## config.mk

```make
export PLATFORM = sky130hd
export DESIGN_NAME = fetch_stage
export DESIGN_NICKNAME = d
export VERILOG_FILES = /design/src/rtl/fetch_stage.sv
export SDC_FILE = /design/constraint.sdc
export NUM_CORES = 1
export LEC_CHECK = 0
export ABC_AREA = 1
export BUFFER_PORTS_ARGS = -buffer_cell sky130_fd_sc_hd__buf_2
export CORE_UTILIZATION = 42
export CTS_CLUSTER_SIZE = 30
export DETAILED_ROUTE_END_ITERATION = 16
export PLACE_DENSITY_LB_ADDON = 0.3
export SETUP_SLACK_MARGIN = 0.5
export SYNTH_ARGS = -nofsm -noshare
export SYNTH_HDL_FRONTEND = slang
export SYNTH_SLANG_ARGS = --single-unit
```

## constraint.sdc

```tcl
create_clock -name clk -period 3.2 [get_ports clk]
set_clock_uncertainty 0.05 [all_clocks]
set_input_delay 0.16 -clock clk [delete_from_list [all_inputs] [get_ports clk]]
set_output_delay 0.16 -clock clk [all_outputs]
set_load 0.01 [all_outputs]
```

## src/rtl/fetch_stage.sv

```systemverilog
// Instruction fetch stage: PC register, IF/ID pipeline register and fetch counter.
// A one-cycle BOOT state after reset holds the PC while IF/ID is a bubble.
module fetch_stage #(
    parameter logic [31:0] RESET_PC = 32'h0000_0000,
    parameter logic [31:0] NOP_INS  = 32'h0000_0000
) (
    input  logic        clk,
    input  logic        rst,
    input  logic        stall,
    input  logic        flush,
    input  logic        redirect,
    input  logic [31:0] redirect_pc,
    input  logic [31:0] im_ins,
    output logic [6:0]  im_addr,
    output logic [31:0] pc,
    output logic        id_valid,
    output logic [31:0] id_ins,
    output logic [31:0] id_pc,
    output logic [31:0] id_pc4,
    output logic        misalign,
    output logic [31:0] fetch_cnt
);

    typedef enum logic {BOOT, RUN} state_e;

    state_e      state_q, state_d;
    logic [31:0] pc_q, pc_d;
    logic        vld_q, vld_d;
    logic [31:0] ins_q, ins_d;
    logic [31:0] idpc_q, idpc_d;
    logic [31:0] idpc4_q, idpc4_d;
    logic [31:0] cnt_q, cnt_d;
    logic        mis_q, mis_d;
    logic [31:0] pc_inc;

    assign pc_inc = pc_q + 32'd4;

    always_comb begin
        state_d = state_q;
        pc_d    = pc_q;
        vld_d   = vld_q;
        ins_d   = ins_q;
        idpc_d  = idpc_q;
        idpc4_d = idpc4_q;
        cnt_d   = cnt_q;
        mis_d   = 1'b0;
        // Redirect wins in either state; BOOT otherwise just inserts a bubble.
        if (redirect) begin
            state_d = RUN;
            pc_d    = {redirect_pc[31:2], 2'b00};
            mis_d   = |redirect_pc[1:0];
            vld_d   = 1'b0;
            ins_d   = NOP_INS;
            idpc_d  = 32'd0;
            idpc4_d = 32'd0;
        end else if (state_q == BOOT) begin
            state_d = RUN;
            vld_d   = 1'b0;
            ins_d   = NOP_INS;
            idpc_d  = 32'd0;
            idpc4_d = 32'd0;
        end else if (stall) begin
            // hold everything; a concurrent flush is dropped
        end else if (flush) begin
            pc_d    = pc_inc;
            vld_d   = 1'b0;
            ins_d   = NOP_INS;
            idpc_d  = 32'd0;
            idpc4_d = 32'd0;
        end else begin
            pc_d    = pc_inc;
            vld_d   = 1'b1;
            ins_d   = im_ins;
            idpc_d  = pc_q;
            idpc4_d = pc_inc;
            cnt_d   = cnt_q + 32'd1;
        end
    end

    always_ff @(posedge clk) begin
        if (rst) begin
            state_q <= BOOT;
            pc_q    <= RESET_PC;
            vld_q   <= 1'b0;
            ins_q   <= NOP_INS;
            idpc_q  <= 32'd0;
            idpc4_q <= 32'd0;
            cnt_q   <= 32'd0;
            mis_q   <= 1'b0;
        end else begin
            state_q <= state_d;
            pc_q    <= pc_d;
            vld_q   <= vld_d;
            ins_q   <= ins_d;
            idpc_q  <= idpc_d;
            idpc4_q <= idpc4_d;
            cnt_q   <= cnt_d;
            mis_q   <= mis_d;
        end
    end

    assign im_addr   = pc_q[8:2];
    assign pc        = pc_q;
    assign id_valid  = vld_q;
    assign id_ins    = ins_q;
    assign id_pc     = idpc_q;
    assign id_pc4    = idpc4_q;
    assign misalign  = mis_q;
    assign fetch_cnt = cnt_q;

endmodule

```

==> results by group, run 1 <==
Timing
  • Setup TNS: 0 ns
  • Final Hold Fails: 0
  • Period utilisation layout: 58.28%
  • Final hold slack: 0.04092 ns
  • Minimum clock period: 1.865 ns
  • Worst-Margin Slew: between 1 and 1.5 ns
  • Endpoints failing setup: 0
  • Max-slew violations: 0
  • RSZ-0062 raised after global routing: no
  • Achievable Freq: 536.2 MHz
  • Max transition margin: 27.18%

GRT
  • Vias in the first global route: 6944
  • Initial antenna violation count: 1
  • First-pass GRT wire length: approximately 35 mm
  • Gr usage total: 24.03%
  • Grt ovf: 0
  • Largest net degree at the start of global routing: 94

Synthesis
  • Async SR Flop Fraction: 0%
  • Post-synth top flop: dfxtp_1
  • Mean post-synth cell area: 6.963 um2
  • Seq/Total Area, Yosys: 42.18%
  • Largest cells by area after synthesis: dfxtp_1 42%, nand2_1 19%, a21oi_1 8.5%
  • Synth warnings: 0
  • Flops & latches, synth: 157
  • Post-synthesis cell type count: 34
  • Netlist Area Pre-Place: 7451 um2
  • Post-synth EDFFs: 0
  • Yosys top cell by area: dfxtp_1
  • Most frequent cells after synthesis: 381 x nand2_1, 157 x dfxtp_1, 127 x a21oi_1, 87 x nor2_1, 77 x inv_1
  • Syn Inst Count: 1070
  • Top cell type's share of synthesized area: between 40 and 50%
  • Most common cell in the netlist: nand2_1

Floorplanning
  • Boundary pin count: around 240
  • Die width: between 100 and 150 um
  • Die Footprint: 18280 um2
  • Initial Util: 43.08%
  • Core area: 17300 um2
  • Rows: 48
  • Die Y: 135.2 um

Placed design
  • IO Port Bufs: between 200 and 250
  • GPL Wtd Cong: 0.8539
  • Post-DP HPWL: between 15 and 20 mm

Detailed routing
  • Total wire length: 21.76 mm
  • Post-route ant nets: 0
  • Routed wire per std cell: between 10 and 15 um
  • DR vias: 7574
  • Detailed router's first-iteration violation count: 415
  • Residual DRC: 0
  • TritonRoute pass-1 iters: 5
  • Vias per cell: 4.883

Clock network
  • Worst-path clk slew: 0.07 ns
  • Clk Latency, worst-skew pair: 0.43 ns
  • H-Tree Depth: 4
  • Postcts setup bufs: 0
  • Clk sinks: 157
  • Post-cts resize count: 0
  • Root buffer cell: clkbuf_16
  • CTS buffer count: 17
  • Longest Clk Path Bufs: 2
  • CTS tree: yes
  • Number of hold buffers added after cts: 42

Run status
  • Outcome: finished clean

Worst setup path
  • Setup crit start kind: flip-flop
  • CP Capture Type: flip-flop
  • WP data arrival: roughly 2.1 ns
  • Crit Path Category: reg -> reg
  • RR Startpoint: state_q
  • Worst-path fanout max: 93
  • Reg2reg path depth: 2
  • Worst path required time: about 3.5 ns
  • Worst reg-to-reg setup slack: between 1 and 1.5 ns
  • Start point of the critical path: state_q
  • Crit Reg-Reg Endpoint: id_pc[18]

Min path
  • Worst Hold Launch: redirect_pc[3]
  • Min-Delay Path Depth: 3
  • Hold Path Sink: pc[3]
  • Worst hold path type: in -> reg

Final layout
  • Final nets: approximately 1400
  • Share of cells above drive strength 1: between 20 and 25%
  • Layout area overhead: 28.78%

Power
  • Pwr dens: 441.3 nW/um2
  • Pleak: 4.170 nW
  • Peak supply drop: 0.0003538 V

Run
  • Max Cap Viol: 0
[cells by family after synthesis]
group                      after synthesis  share of synthesized area [%]
adders and majority gates                2                         0.3358
buffers and inverters                  143                          8.581
and+or+nand+nor                        574                          33.79
DFF                                    157                          42.18
AOI/OAI and AO/OA                      172                          12.29
xor gates and xnor gates                21                          2.771
other                                    1                        0.05033
[per-stage QoR]
stage | cell area, um2 | total power [mW] | util (%) | std cells | setup slack, ns
floorplan | 7470 | 2.282 | - | 1075 | 1.599
global placement | 8653 | 2.404 | 50.03 | 1477 | 1.137
detailed placement | 8653 | 2.408 | 50.03 | 1477 | 1.069
CTS | 9593 | 4.265 | 55.46 | 1550 | 1.328
global route | 9595 | 4.405 | 55.48 | 1551 | 1.106
finish | 9595 | 4.235 | 55.48 | 1551 | 1.335
[worst max-delay path, cell delays in order, from the launching register on]
cell,delay [ns]
dfxtp_1,0.44
nand3_4,0.77
a21oi_1,0.42
[where the power goes]
group | leakage (nW) | internal, mW | switching, mW
Combinational | 2.65 | 0.149 | 0.215
Clock | 0.249 | 1.01 | 0.822
Sequential | 1.27 | 1.99 | 0.0545
Total | 4.17 | 3.14 | 1.09
[metal layers]
layer / GRT usage (%) / wire length (um) / up-vias
met5: 0 / 0 / -
met4: 10.49 / 556 / 0
met3: 5.462 / 1247 / 37
met2: 37.98 / 10120 / 227
met1: 31.30 / 9839 / 3460
li1: - / - / 3850
[layout by cell type (no fill, tap or decap), types with 13 or more instances in the layout]
master and instances:
nor2_4 14, dfxtp_1 157, buf_2 230, dlygate4sd3_1 42
nand2_1 381, a21oi_1 127, nand3_1 38, nor2_1 85
nand2_2 14, xor2_1 13, clkbuf_16 17, inv_1 77
o21ai_0 24
[how the worst max path moves through the flow]
stage	slack (ns)	end
after CTS	1.33	id_pc[18]
after global routing	1.11	id_pc[23]
after detailed placement	1.07	id_pc[18]
after global placement	1.14	pc[13]
final	1.34	id_pc[18]
after floorplan	1.60	pc[22]
[sequential cells by signal (all words and copies together) (netlist names)]
signal,cells
fetch_cnt,32
id_ins,32
id_pc,30
id_pc4,30
id_valid,1
misalign,1
pc,30
state_q,1
[cell type report]
cell class                 instances  area [um2]
multi-input combinational        775        3710
clock buffer                      21       450.4
clock inverter                    10       68.82
timing repair buffer             280        1632
inverter                          82       307.8
antenna                            1       2.502
fill                            1722        7701
sequential                       157        3143
tap                              225       281.5
No activity file was read; power rests on OpenSTA's default activity.
==> inputs of run 2 (changes only) <==
Clock period 3.2 ns to 1.79 ns, I/O delays scaled along.
==> results by group, run 2 (synthesis gave the netlist of run 1 again) <==
Worst setup path
  • CP most frequent cell: nand2_1
  • Setup crit start kind: flip-flop (unchanged)
  • RR Startpoint: pc[5] (was state_q)
  • Reg2reg path depth: 8 (was 2)
  • Worst-path fanout max: 7 (was 93)
  • Crit Path Category: reg -> reg (unchanged)
  • Worst reg-to-reg setup slack: 0.18 ns (was 1.34 ns)
  • Worst path required time: 2.11 ns (was 3.47 ns)
  • Critical path's slowest cell: dfxtp_2 (was nand3_4)
  • Crit path largest cell delay: 0.41 ns (was 0.77 ns)
  • WP data arrival: 1.93 ns (was 2.13 ns)
  • CP Capture Type: flip-flop (unchanged)
  • Crit Reg-Reg Endpoint: id_pc4[11] (was id_pc[18])
  • Worst-path cell chain: nand2_1 > nor2_2 > nand2_4 > nor2_4 > buf_4 > xor2_2 > nand2_1 > a21oi_2 (was nand3_4 > a21oi_1)

Final layout
  • ANT cells: 0 (was 1)
  • Most common cell after layout, fill and taps aside: nand2_1 (unchanged)
  • Fin util: 67.04% (was 55.48%)
  • Reg area: 3299 um2 (was 3143 um2)
  • Most frequent cells in the layout: 336 x nand2_1, 229 x buf_2, 109 x a21oi_1, 106 x dfxtp_1, 74 x inv_1 (was 381 x nand2_1, 230 x buf_2, 157 x dfxtp_1, 127 x a21oi_1, 85 x nor2_1)
  • Share of cells above drive strength 1: 41.73% (was 24.75%)
  • Final nets: 1481 (was 1384)
  • Fill cell count: 1405 (was 1722)
  • Fin area: 11590 um2 (was 9595 um2)
  • Layout area overhead: 55.62% (was 28.78%)
  • Area occupied by multi-input gates: 4491 um2 (was 3710 um2)

Timing
  • Period utilisation layout: 89.87% (was 58.28%)
  • Final Hold Fails: 1 (was 0)
  • Max-slew violations: 0 (unchanged)
  • Worst-Margin Slew: 0.5911 ns (was 1.092 ns)
  • Minimum clock period: 1.609 ns (was 1.865 ns)
  • Achievable Freq: 621.6 MHz (was 536.2 MHz)
  • Max transition margin: 60.59% (was 27.18%)
  • Setup TNS: 0 ns (unchanged)
  • Endpoints failing setup: 0 (unchanged)
  • Final WS setup: 0.1813 ns (was 1.335 ns)
  • Final hold slack: -0.006441 ns (was 0.04092 ns)
  • RSZ-0062 raised after global routing: yes (was no)

Placed design
  • Placement Cell Area: 8934 um2 (was 8653 um2)
  • IO Port Bufs: 231 (unchanged)
  • Pre-CTS setup slack: 0.01604 ns (was 1.069 ns)
  • GPL Wtd Cong: 0.8859 (was 0.8539)
  • Post-DP HPWL: 15.75 mm (was 15.03 mm)

Floorplanning
  • Die Y: 135.2 um (unchanged)
  • Die Footprint: 18280 um2 (unchanged)
  • Core area: 17300 um2 (unchanged)
  • Boundary pin count: 238 (unchanged)
  • Die width: 135.2 um (unchanged)
  • Rows: 48 (unchanged)
  • Initial Util: 43.08% (unchanged)

Clock network
  • Clk sinks: 157 (unchanged)
  • H-Tree Depth: 4 (unchanged)
  • CTS buffer count: 17 (unchanged)
  • Clk Latency, worst-skew pair: 0.43 ns (about the same)
  • Worst-path clk slew: 0.06 ns (was 0.07 ns)
  • Longest Clk Path Bufs: 2 (unchanged)
  • CTS tree: yes (unchanged)
  • Root buffer cell: clkbuf_16 (unchanged)

Min path
  • Min-Delay Path Depth: 4 (was 3)
  • Hold Path Sink: pc[14] (was pc[3])
  • Worst hold path type: in -> reg (unchanged)
  • Worst Hold Launch: redirect_pc[14] (was redirect_pc[3])

Run status
  • Outcome: finished with violations (was finished clean)
  • Failing checks: negative hold slack

GRT
  • Vias in the first global route: 7686 (was 6944)
  • Largest net degree at the start of global routing: 94 (unchanged)
  • Grt ovf: 0 (unchanged)
  • First-pass GRT wire length: 38.94 mm (was 34.76 mm)
  • Gr usage total: 27.21% (was 24.03%)
  • Initial antenna violation count: 0 (was 1)

Power
  • Pleak: 5.059 nW (was 4.170 nW)
  • Peak supply drop: 0.0006402 V (was 0.0003538 V)
  • Pwr dens: 719.3 nW/um2 (was 441.3 nW/um2)
  • Total Power: 8.341 mW (was 4.235 mW)

Detailed routing
  • Post-route ant nets: 0 (unchanged)
  • Vias per cell: 5.168 (was 4.883)
  • Total wire length: 27.39 mm (was 21.76 mm)
  • DR vias: 8507 (was 7574)
  • Routed wire per std cell: 16.64 um (was 14.03 um)
  • TritonRoute pass-1 iters: 5 (unchanged)
  • Residual DRC: 0 (unchanged)
  • Detailed router's first-iteration violation count: 546 (was 415)

Run
  • Max Cap Viol: 0 (unchanged)
-- run 2: cell count changes in the layout (fill, tap and decap cells not counted), moves of 17 or more --
cell	change
nor2_1	-31
buf_6	+25
dfxtp_1	-51
dlygate4sd3_1	+17
nor2_4	+27
buf_4	+49
nand2_2	+29
a21oi_1	-18
dfxtp_4	+37
a21oi_2	+18
nand2_1	-45
-- run 2: power by group --
part | internal [mW] | switching [mW]
combinational | 0.368 | 0.478
clock | 2.37 | 1.52
sequential | 3.52 | 0.0884
total | 6.26 | 2.08
-- run 2: critical path: cells and delay by family (launching register included) --
| kind | cells | cell delay [ns] |
|---|---|---|
| XOR/XNOR | 1 | 0.15 |
| buffers and inverters | 1 | 0.15 |
| AND/OR/NAND/NOR | 5 | 0.66 |
| AO/OA/AOI/OAI | 1 | 0.12 |
| flip-flops | 1 | 0.41 |
-- run 2: metrics by stage --
stage | hold WS [ns] | instances
floorplan | 0.1833 | 1075
global placement | 0.2776 | 1485
detailed placement | 0.2849 | 1485
CTS | 0.001081 | 1617
global route | 0.03567 | 1646
finish | -0.006441 | 1646
-- run 2: per-layer routing --
| metal | share of wire (%) | GRT usage [%] | routed length [um] |
|---|---|---|---|
| met5 | 0 | 0 | 0 |
| met4 | 3.9 | 12.36 | 1056 |
| met3 | 7.0 | 5.986 | 1911 |
| met2 | 50 | 45.58 | 13640 |
| met1 | 39 | 33.26 | 10780 |
-- run 2: worst max path at each step --
stage                       from  slack (ns)          to
final                      pc[5]        0.18  id_pc4[11]
after global placement    pc[14]        0.05      pc[15]
after global routing       pc[5]        0.08      pc[11]
after detailed placement  pc[13]        0.02  id_pc4[15]
after floorplan            pc[2]        0.36      pc[14]
after CTS                  pc[3]        0.23  id_pc4[28]
-- run 2: what timing repair did --
| item | 4_1_cts | 5_1_grt |
|---|---|---|
| setup endpoints to repair | 80 | 101 |
| cloned | 1 | 1 |
| setup buffers | 42 | 28 |
| hold buffers | 59 | 0 |
| pin swaps | 61 | 67 |
| gates resized for setup | 139 | 103 |
| endpoints found under the hold margin | 56 | 0 |
-- run 2: cell type report --
class,instances,share of cell area (%)
multi-input combinational,775,38.73
inverter,82,2.709
timing repair buffer,376,22.24
clock inverter,9,1.155
timing repair inverter,1,0.04316
tap,225,2.428
sequential,157,28.46
clock buffer,21,4.241
